===== src/rtl/ysyx_25030085_alu_issue_if.sv =====
// Operand/writeback bundle between the ALU issue unit and its environment.
// master = issue unit side, slave = decoder/regfile/ALU/WBU side.
interface ysyx_25030085_alu_issue_if #(
    parameter int XLEN   = 32,
    parameter int REG_AW = 5
);
    logic              in_valid;
    logic              in_ready;
    logic [REG_AW-1:0] in_rs1;
    logic [REG_AW-1:0] in_rs2;
    logic [REG_AW-1:0] in_rd;
    logic              in_rd_wen;
    logic [XLEN-1:0]   in_imm;
    logic [XLEN-1:0]   in_pc;
    logic [3:0]        in_aluop;
    logic              in_alusrc;

    logic [REG_AW-1:0] rf_raddr1;
    logic [REG_AW-1:0] rf_raddr2;
    logic [XLEN-1:0]   rf_rdata1;
    logic [XLEN-1:0]   rf_rdata2;

    logic [XLEN-1:0]   alu_rs1_data;
    logic [XLEN-1:0]   alu_rs2_data;
    logic [XLEN-1:0]   alu_imm;
    logic [XLEN-1:0]   alu_pc;
    logic [3:0]        alu_op;
    logic              alu_src;
    logic [XLEN-1:0]   alu_result;

    logic              wb_valid;
    logic              wb_ready;
    logic [REG_AW-1:0] wb_rd;
    logic [XLEN-1:0]   wb_data;
    logic              wb_wen;

    modport master (
        input  in_valid, in_rs1, in_rs2, in_rd, in_rd_wen, in_imm, in_pc, in_aluop, in_alusrc,
        output in_ready,
        output rf_raddr1, rf_raddr2,
        input  rf_rdata1, rf_rdata2,
        output alu_rs1_data, alu_rs2_data, alu_imm, alu_pc, alu_op, alu_src,
        input  alu_result,
        output wb_valid, wb_rd, wb_data, wb_wen,
        input  wb_ready
    );

    modport slave (
        output in_valid, in_rs1, in_rs2, in_rd, in_rd_wen, in_imm, in_pc, in_aluop, in_alusrc,
        input  in_ready,
        input  rf_raddr1, rf_raddr2,
        output rf_rdata1, rf_rdata2,
        input  alu_rs1_data, alu_rs2_data, alu_imm, alu_pc, alu_op, alu_src,
        output alu_result,
        input  wb_valid, wb_rd, wb_data, wb_wen,
        output wb_ready
    );
endinterface


===== src/rtl/ysyx_25030085_alu_issue.sv =====
// ALU issue unit: IDLE -> READ -> EXEC -> WB, one instruction in flight.
// Optional macro ISSUE_OVERLAP_EN lets a new instruction be accepted on the writeback edge.
module ysyx_25030085_alu_issue #(
    parameter int XLEN   = 32,
    parameter int REG_AW = 5
) (
    input  logic                          clk,
    input  logic                          rst,
    ysyx_25030085_alu_issue_if.master     bus,
    output logic [1:0]                    dbg_state
);
    typedef enum logic [1:0] {
        IDLE = 2'd0,
        READ = 2'd1,
        EXEC = 2'd2,
        WB   = 2'd3
    } state_t;

    state_t            state;
    logic              ready_q;
    logic [REG_AW-1:0] rs1_q;
    logic [REG_AW-1:0] rs2_q;
    logic [REG_AW-1:0] rd_q;
    logic              rd_wen_q;
    logic [XLEN-1:0]   imm_q;
    logic [XLEN-1:0]   pc_q;
    logic [3:0]        aluop_q;
    logic              alusrc_q;
    logic              accept;

    // Both handshakes: a transfer happens on a rising edge where valid and ready
    // are both high; valid and payload stay stable until that edge.
`ifdef ISSUE_OVERLAP_EN
    assign bus.in_ready = ready_q | ((state == WB) & bus.wb_ready);
`else
    assign bus.in_ready = ready_q;
`endif

    assign accept        = bus.in_valid & bus.in_ready;
    assign bus.rf_raddr1 = rs1_q;
    assign bus.rf_raddr2 = rs2_q;
    assign dbg_state     = state;

    always_ff @(posedge clk) begin
        if (rst) begin
            state            <= IDLE;
            ready_q          <= 1'b1;
            rs1_q            <= '0;
            rs2_q            <= '0;
            rd_q             <= '0;
            rd_wen_q         <= 1'b0;
            imm_q            <= '0;
            pc_q             <= '0;
            aluop_q          <= '0;
            alusrc_q         <= 1'b0;
            bus.alu_rs1_data <= '0;
            bus.alu_rs2_data <= '0;
            bus.alu_imm      <= '0;
            bus.alu_pc       <= '0;
            bus.alu_op       <= '0;
            bus.alu_src      <= 1'b0;
            bus.wb_valid     <= 1'b0;
            bus.wb_rd        <= '0;
            bus.wb_data      <= '0;
            bus.wb_wen       <= 1'b0;
        end else begin
            // in_ready is only high in IDLE, or in WB with the overlap path enabled.
            if (accept) begin
                rs1_q    <= bus.in_rs1;
                rs2_q    <= bus.in_rs2;
                rd_q     <= bus.in_rd;
                rd_wen_q <= bus.in_rd_wen;
                imm_q    <= bus.in_imm;
                pc_q     <= bus.in_pc;
                aluop_q  <= bus.in_aluop;
                alusrc_q <= bus.in_alusrc;
            end
            case (state)
                IDLE: begin
                    if (accept) begin
                        ready_q <= 1'b0;
                        state   <= READ;
                    end
                end
                READ: begin
                    // x0 is hardwired zero whatever the regfile returns.
                    bus.alu_rs1_data <= (rs1_q == '0) ? '0 : bus.rf_rdata1;
                    bus.alu_rs2_data <= (rs2_q == '0) ? '0 : bus.rf_rdata2;
                    bus.alu_imm      <= imm_q;
                    bus.alu_pc       <= pc_q;
                    bus.alu_op       <= aluop_q;
                    bus.alu_src      <= alusrc_q;
                    state            <= EXEC;
                end
                EXEC: begin
                    bus.wb_data  <= bus.alu_result;
                    bus.wb_rd    <= rd_q;
                    bus.wb_wen   <= rd_wen_q & (rd_q != '0);
                    bus.wb_valid <= 1'b1;
                    state        <= WB;
                end
                WB: begin
                    if (bus.wb_ready) begin
                        bus.wb_valid <= 1'b0;
                        bus.wb_wen   <= 1'b0;
                        if (accept) begin
                            state <= READ;
                        end else begin
                            ready_q <= 1'b1;
                            state   <= IDLE;
                        end
                    end
                end
            endcase
        end
    end
endmodule


===== src/flat_wrapper.sv =====
// flat-port wrapper written by rule: the top's interface ports become plain ports
module ysyx_25030085_alu_issue_flat 
#(
    parameter int XLEN   = 32,
    parameter int REG_AW = 5
)
  (clk, rst, dbg_state, bus_in_valid, bus_in_rs1, bus_in_rs2, bus_in_rd, bus_in_rd_wen, bus_in_imm, bus_in_pc, bus_in_aluop, bus_in_alusrc, bus_in_ready, bus_rf_raddr1, bus_rf_raddr2, bus_rf_rdata1, bus_rf_rdata2, bus_alu_rs1_data, bus_alu_rs2_data, bus_alu_imm, bus_alu_pc, bus_alu_op, bus_alu_src, bus_alu_result, bus_wb_valid, bus_wb_rd, bus_wb_data, bus_wb_wen, bus_wb_ready);
  ysyx_25030085_alu_issue_if #(.XLEN(XLEN), .REG_AW(REG_AW)) bus_i ();
  input  logic clk;
  input  logic rst;
  output logic [1:0] dbg_state;
  input wire logic [$bits(bus_i.in_valid)-1:0] bus_in_valid;
  input wire logic [$bits(bus_i.in_rs1)-1:0] bus_in_rs1;
  input wire logic [$bits(bus_i.in_rs2)-1:0] bus_in_rs2;
  input wire logic [$bits(bus_i.in_rd)-1:0] bus_in_rd;
  input wire logic [$bits(bus_i.in_rd_wen)-1:0] bus_in_rd_wen;
  input wire logic [$bits(bus_i.in_imm)-1:0] bus_in_imm;
  input wire logic [$bits(bus_i.in_pc)-1:0] bus_in_pc;
  input wire logic [$bits(bus_i.in_aluop)-1:0] bus_in_aluop;
  input wire logic [$bits(bus_i.in_alusrc)-1:0] bus_in_alusrc;
  output wire logic [$bits(bus_i.in_ready)-1:0] bus_in_ready;
  output wire logic [$bits(bus_i.rf_raddr1)-1:0] bus_rf_raddr1;
  output wire logic [$bits(bus_i.rf_raddr2)-1:0] bus_rf_raddr2;
  input wire logic [$bits(bus_i.rf_rdata1)-1:0] bus_rf_rdata1;
  input wire logic [$bits(bus_i.rf_rdata2)-1:0] bus_rf_rdata2;
  output wire logic [$bits(bus_i.alu_rs1_data)-1:0] bus_alu_rs1_data;
  output wire logic [$bits(bus_i.alu_rs2_data)-1:0] bus_alu_rs2_data;
  output wire logic [$bits(bus_i.alu_imm)-1:0] bus_alu_imm;
  output wire logic [$bits(bus_i.alu_pc)-1:0] bus_alu_pc;
  output wire logic [$bits(bus_i.alu_op)-1:0] bus_alu_op;
  output wire logic [$bits(bus_i.alu_src)-1:0] bus_alu_src;
  input wire logic [$bits(bus_i.alu_result)-1:0] bus_alu_result;
  output wire logic [$bits(bus_i.wb_valid)-1:0] bus_wb_valid;
  output wire logic [$bits(bus_i.wb_rd)-1:0] bus_wb_rd;
  output wire logic [$bits(bus_i.wb_data)-1:0] bus_wb_data;
  output wire logic [$bits(bus_i.wb_wen)-1:0] bus_wb_wen;
  input wire logic [$bits(bus_i.wb_ready)-1:0] bus_wb_ready;
  assign bus_i.in_valid = bus_in_valid;
  assign bus_i.in_rs1 = bus_in_rs1;
  assign bus_i.in_rs2 = bus_in_rs2;
  assign bus_i.in_rd = bus_in_rd;
  assign bus_i.in_rd_wen = bus_in_rd_wen;
  assign bus_i.in_imm = bus_in_imm;
  assign bus_i.in_pc = bus_in_pc;
  assign bus_i.in_aluop = bus_in_aluop;
  assign bus_i.in_alusrc = bus_in_alusrc;
  assign bus_in_ready = bus_i.in_ready;
  assign bus_rf_raddr1 = bus_i.rf_raddr1;
  assign bus_rf_raddr2 = bus_i.rf_raddr2;
  assign bus_i.rf_rdata1 = bus_rf_rdata1;
  assign bus_i.rf_rdata2 = bus_rf_rdata2;
  assign bus_alu_rs1_data = bus_i.alu_rs1_data;
  assign bus_alu_rs2_data = bus_i.alu_rs2_data;
  assign bus_alu_imm = bus_i.alu_imm;
  assign bus_alu_pc = bus_i.alu_pc;
  assign bus_alu_op = bus_i.alu_op;
  assign bus_alu_src = bus_i.alu_src;
  assign bus_i.alu_result = bus_alu_result;
  assign bus_wb_valid = bus_i.wb_valid;
  assign bus_wb_rd = bus_i.wb_rd;
  assign bus_wb_data = bus_i.wb_data;
  assign bus_wb_wen = bus_i.wb_wen;
  assign bus_i.wb_ready = bus_wb_ready;
  ysyx_25030085_alu_issue #(.XLEN(XLEN), .REG_AW(REG_AW)) u_core (.clk(clk), .rst(rst), .bus(bus_i), .dbg_state(dbg_state));
endmodule

===== config.mk =====
export PLATFORM = sky130hd
export DESIGN_NAME = ysyx_25030085_alu_issue_flat
export DESIGN_NICKNAME = d
export VERILOG_FILES = /design/src/rtl/ysyx_25030085_alu_issue_if.sv /design/src/rtl/ysyx_25030085_alu_issue.sv /design/src/flat_wrapper.sv
export SDC_FILE = /design/constraint.sdc
export NUM_CORES = 1
export LEC_CHECK = 0
export CAP_MARGIN = 10
export CORE_MARGIN = 2
export CORE_UTILIZATION = 48
export DETAILED_ROUTE_END_ITERATION = 10
export GPL_ROUTABILITY_DRIVEN = 0
export PLACE_DENSITY = 0.86
export SLEW_MARGIN = 20
export SYNTH_ARGS = -nofsm -noshare
export SYNTH_HDL_FRONTEND = slang
export SYNTH_SLANG_ARGS = --single-unit

===== constraint.sdc =====
create_clock -name clk -period 2.6 [get_ports clk]
set_clock_uncertainty 0.1 [all_clocks]
set_input_delay 0.52 -clock clk [delete_from_list [all_inputs] [get_ports clk]]
set_output_delay 0.52 -clock clk [all_outputs]
set_load 0.01 [all_outputs]

# [After elaboration in Yosys (flattened, before gate mapping)]
# Cells that the tools add are included.
[op_classes] eq_ne=6 mux=13 bitwise=2 n_reduce_logical=9
[ops] cell="$mux W32" count=2
[ops] cell="$logic_not A5 Y1" count=2
[ops] cell="$pmux W2 S4" count=1
[ops] cell="$pmux W1 S2" count=3
[ops] cell="$mux W1" count=5
[ops] cell="$reduce_bool A5 Y1" count=1
[ops] cell="$eq A2 B2 Y1 const B" count=2
[ops] cell="$mux W2" count=2
[ops] cell="$ne A2 B2 Y1 const B" count=2
[ops] cell="$reduce_and A2 Y1" count=2
[ops] cell="$reduce_and A4 Y1" count=1
[ops] cell="$reduce_bool A2 Y1" count=2
[ops] cell="$and A1 B1 Y1" count=2
[ops] cell="$eq A2 B1 Y1 const B" count=1
[ops] cell="$logic_not A2 Y1" count=1
[ops] cell="$ne A2 B1 Y1 const B" count=1
[totals] ff_bits=260 in_bits=185 output_inout_bits=185 elab_cells=50

# [Logic depth before layout (Yosys ltp)]
[logic_depth] ltp_word=4 mapped_depth=7 mapped_depth_nobuf=5

# [Least setup slack after synthesis]
# No wires, ideal clock.
[synth_path] path_kind="flip-flop to flip-flop" start="reg u_core.state[1], in the netlist u_core.dbg_state[1]" end="reg u_core.bus.alu_pc[10]" setup_time_ns=0.128 arrival_time_ns=1.411 required_time_ns=2.372 path_slack_ns=0.962 path_stages_with_launch=8 n_path_buf=3 period_less_slack_ns=1.638 cell_sequence="dfxtp_1 > inv_1 > ha_1 > buf_2 > buf_2 > buf_2 > mux2i_1 > nor2_1"
[synth_between] elab_chain_cells=1
[synth_rtl] element="start, declared" line="ysyx_25030085_alu_issue.sv:19" rtl="state_t state;"
[synth_rtl] element="start signal, assigned" line="ysyx_25030085_alu_issue.sv:46" rtl="state <= IDLE;"
[synth_rtl] element="start signal, assigned" line="ysyx_25030085_alu_issue.sv:82" rtl="state <= READ;"
[synth_rtl] element="start signal, assigned" line="ysyx_25030085_alu_issue.sv:93" rtl="state <= EXEC;"
[synth_rtl] element="$eq A2 B1 Y1" line="ysyx_25030085_alu_issue.sv:78" rtl="case (state)"
[synth_rtl] element="end signal, assigned" line="ysyx_25030085_alu_issue.sv:90" rtl="bus.alu_pc <= pc_q;"
[synth_rtl] element="end, declared" line="ysyx_25030085_alu_issue_if.sv:42" rtl="output alu_rs1_data, alu_rs2_data, alu_imm, alu_pc, alu_op, alu_src,"
# Every way passes these cells.
# A chain may end at the register's enable or synchronous reset.

# [Worst setup path in the final report]
[layout_path] start="reg u_core.state[0], in the netlist u_core.dbg_state[0]" end="out dbg_state[0]"
[layout_rtl] element="end, declared" line="flat_wrapper.sv:11" rtl="output logic [1:0] dbg_state;"
# No word-level cell between the ends.

==> out/qor.txt <==
GRT Overall Usage: 24.19%
simple-gate area share of the yosys netlist: 15.25%
Buf/Inv on CP: 1
Setup CP Type: reg -> out
nets: 1,559
compound-gate portion of the synthesized area: 16.26%
cts bufs inserted: 27
run status: complete, no violations
CTS tree: yes
Initial Utilization: 49.03%
largest family of logic cells by synthesized area: compound AO/OA/AOI/OAI gates
RSZ-0062 raised after global routing: false
final setup margin: 0.3482 ns
Die W: 147.8 um
max cap viols: 0
Die H: 147.8 um
Final Hold Vio Count: 0
pin count of the biggest net entering global routing: 85
hold buffers post-CTS: 0
Layout area overhead: 48.96%
Synth warnings: 0
Leakage: 5.314 nW
CP arrival: 1.63 ns
max-slew violation count: 0
Detailed Route Iter0 Violations: 343
maximum clock rate: 444.1 MHz
Post-Syn Area: 0.009921 mm^2
via-per-instance ratio: 5.107
met3 routed WL: 2.149 mm
Tcrit/Tclk final: 86.61%
# rows: 52
CP max stage delay: 0.63 ns
post-synthesis cell count: 1,045
drt first pass iters: 4
met1 WL: 10.91 mm
routed len/inst: 16.67 um
vias in the first global route: 8,315
Root Driver: clkbuf_16
drt drc: 0
HPWL after DPL: 18.90 mm
syn_area_per_cell: 9.494 um^2
Post-synth EDFFs: 0
post-synthesis sequential area ratio: 52.47%
highest metal used: met5
final setup TNS: 0 ns
share of cells above drive strength 1: 9.431%
htree depth: 1
Synth area leader: dfxtp_1
ys flop type: dfxtp_1
WL final: 27.65 mm
IO Count: 370
met2 wire length: 13.71 mm
fin crit period: 2.252 ns
Adder-Cell Fraction of Synth Area: 0.6306%
Worst EP required: 1.98 ns
Slew headroom: 64.05%
core area: 0.02023 mm^2
count leader, synth: dfxtp_1
Peak VDD IR: 559.7 uV
library cells used by synthesis: 26
# clock sinks: 260
multiplexer area fraction after synthesis: 10.80%
leading post-synthesis cells by cell area: dfxtp_1 (52%), mux2i_1 (11%), a21oi_1 (7.8%), o211ai_2 (7.6%), nand2_1 (6.5%)
Hold Path Class: reg -> reg
ANT nets after route: 0
CP Cell Sequence: clkdlybuf4s50_1
Die Area: 0.02183 mm^2
pre-CTS setup slack: 0.5571 ns
CP endpoint kind: output pin
slowest CP cell: clkdlybuf4s50_1
setup bufs post-CTS: 0
ANT cells: 0
top cell type's share of synthesized area: 52.47%
vias post-DR: 8,472
Skew-Pair Late Insertion Delay: 0.52 ns
CP Max Fanout: 6
Worst Max-Slew Pin Slew: 0.5392 ns
ys async rst share: 0%
# setup viols final: 0
Largest delay share family, worst path: buffers and inverters
first-pass GRT wire length: 43.33 mm
most frequent cells after synthesis: dfxtp_1 (260), nand2_1 (173), a21oi_1 (154)
port buffer count: 369
Yosys reg bits: 260
Synth Area in XOR/XNOR: 0%
Cell Pwr Density: 856.8 mW/mm^2
clk slew on worst S/H paths: 0.06 ns
Post-Syn Nets: 1,235
total grt overflow: 0
Clock Tree Buf Depth: 3
initial antenna violation count: 1
CP Launch Type: flop
post-cts resize count: 0
-- routing by layer --
metal,up-vias,track usage (%)
li1,4161,-
met1,3962,28.59
met2,282,42.88
met3,65,6.142
met4,2,8.029
met5,-,0
-- sequential cells by signal, indices dropped and copies added, names as in the netlist, 4 cells and up --
register and flops:
u_core.bus.wb_data 32, u_core.bus.wb_rd 5, u_core.bus.rf_raddr1 5, u_core.bus.alu_rs2_data 32, u_core.imm_q 32, u_core.bus.rf_raddr2 5, u_core.bus.alu_op 4, u_core.rd_q 5
u_core.bus.alu_imm 32, u_core.aluop_q 4, u_core.bus.alu_pc 32, u_core.bus.alu_rs1_data 32, u_core.pc_q 32
-- per-stage QoR --
step | total power, W | utilization [%] | cells | area [um^2] | hold WS (ns)
final | 0.01266 | 73.03 | 1659 | 14780 | 0.3537
after global routing | 0.01321 | 73.03 | 1659 | 14780 | 0.3713
after CTS | 0.01275 | 73.03 | 1659 | 14780 | 0.3555
after detailed placement | 0.008558 | 68.17 | 1610 | 13790 | 0.3473
after global placement | 0.008492 | 68.17 | 1610 | 13790 | 0.3413
after floorplan | 0.007125 | - | 1045 | 9921 | 0.3360
-- final timing paths --
kind,startpoint,end,slack (ns),cells past startpoint
max reg2reg,u_core.bus.rf_raddr2[1],u_core.bus.alu_rs2_data[0],0.79,3
min,u_core.imm_q[7],u_core.imm_q[7],0.35,2
min reg2reg,u_core.imm_q[7],u_core.imm_q[7],0.35,2
max,u_core.dbg_state[0],dbg_state[0],0.35,1
-- cell usage in the layout (no fill, tap or decap), types with 2 or more instances in the layout --
| cell type | n |
|---|---|
| buf_4 | 7 |
| clkbuf_1 | 5 |
| nand2_1 | 172 |
| ha_1 | 3 |
| clkdlybuf4s50_1 | 368 |
| clkbuf_8 | 10 |
| or4_4 | 2 |
| o211ai_1 | 5 |
| clkbuf_16 | 27 |
| nand2b_1 | 66 |
| a21oi_1 | 154 |
| clkinv_2 | 3 |
| bufinv_16 | 5 |
| nor2_1 | 106 |
| nand3_1 | 2 |
| buf_12 | 10 |
| dfxtp_1 | 258 |
| inv_1 | 4 |
| mux2i_1 | 107 |
| dfxtp_2 | 2 |
| o211ai_2 | 60 |
-- layout make-up --
type | count | area [um^2]
fillers | 1442 | 5456
flip-flops and latches | 260 | 5207
clock inverters | 8 | 165.2
well taps | 270 | 337.8
multi-input cells | 690 | 4284
clock buffers | 41 | 818.3
repair buffers | 386 | 3950
inverters | 4 | 15.01
-- where the power goes --
group	internal, W	total (W)	leakage, nW	switching, W
clock network	0.00265	0.00419	0.486	0.00154
logic	0.00186	0.00376	2.71	0.00190
registers	0.00445	0.00472	2.11	0.000268
-- kinds of logic (layout without fill, tap and decap cells) --
| logic type | after synthesis | in the layout |
|---|---|---|
| buf+inv | 95 | 439 |
| fa+ha+maj | 5 | 5 |
| flops | 260 | 260 |
| mux | 107 | 107 |
| compound gates | 226 | 226 |
| simple gates | 352 | 352 |
Note: power is estimated with default switching activity, not from simulation.
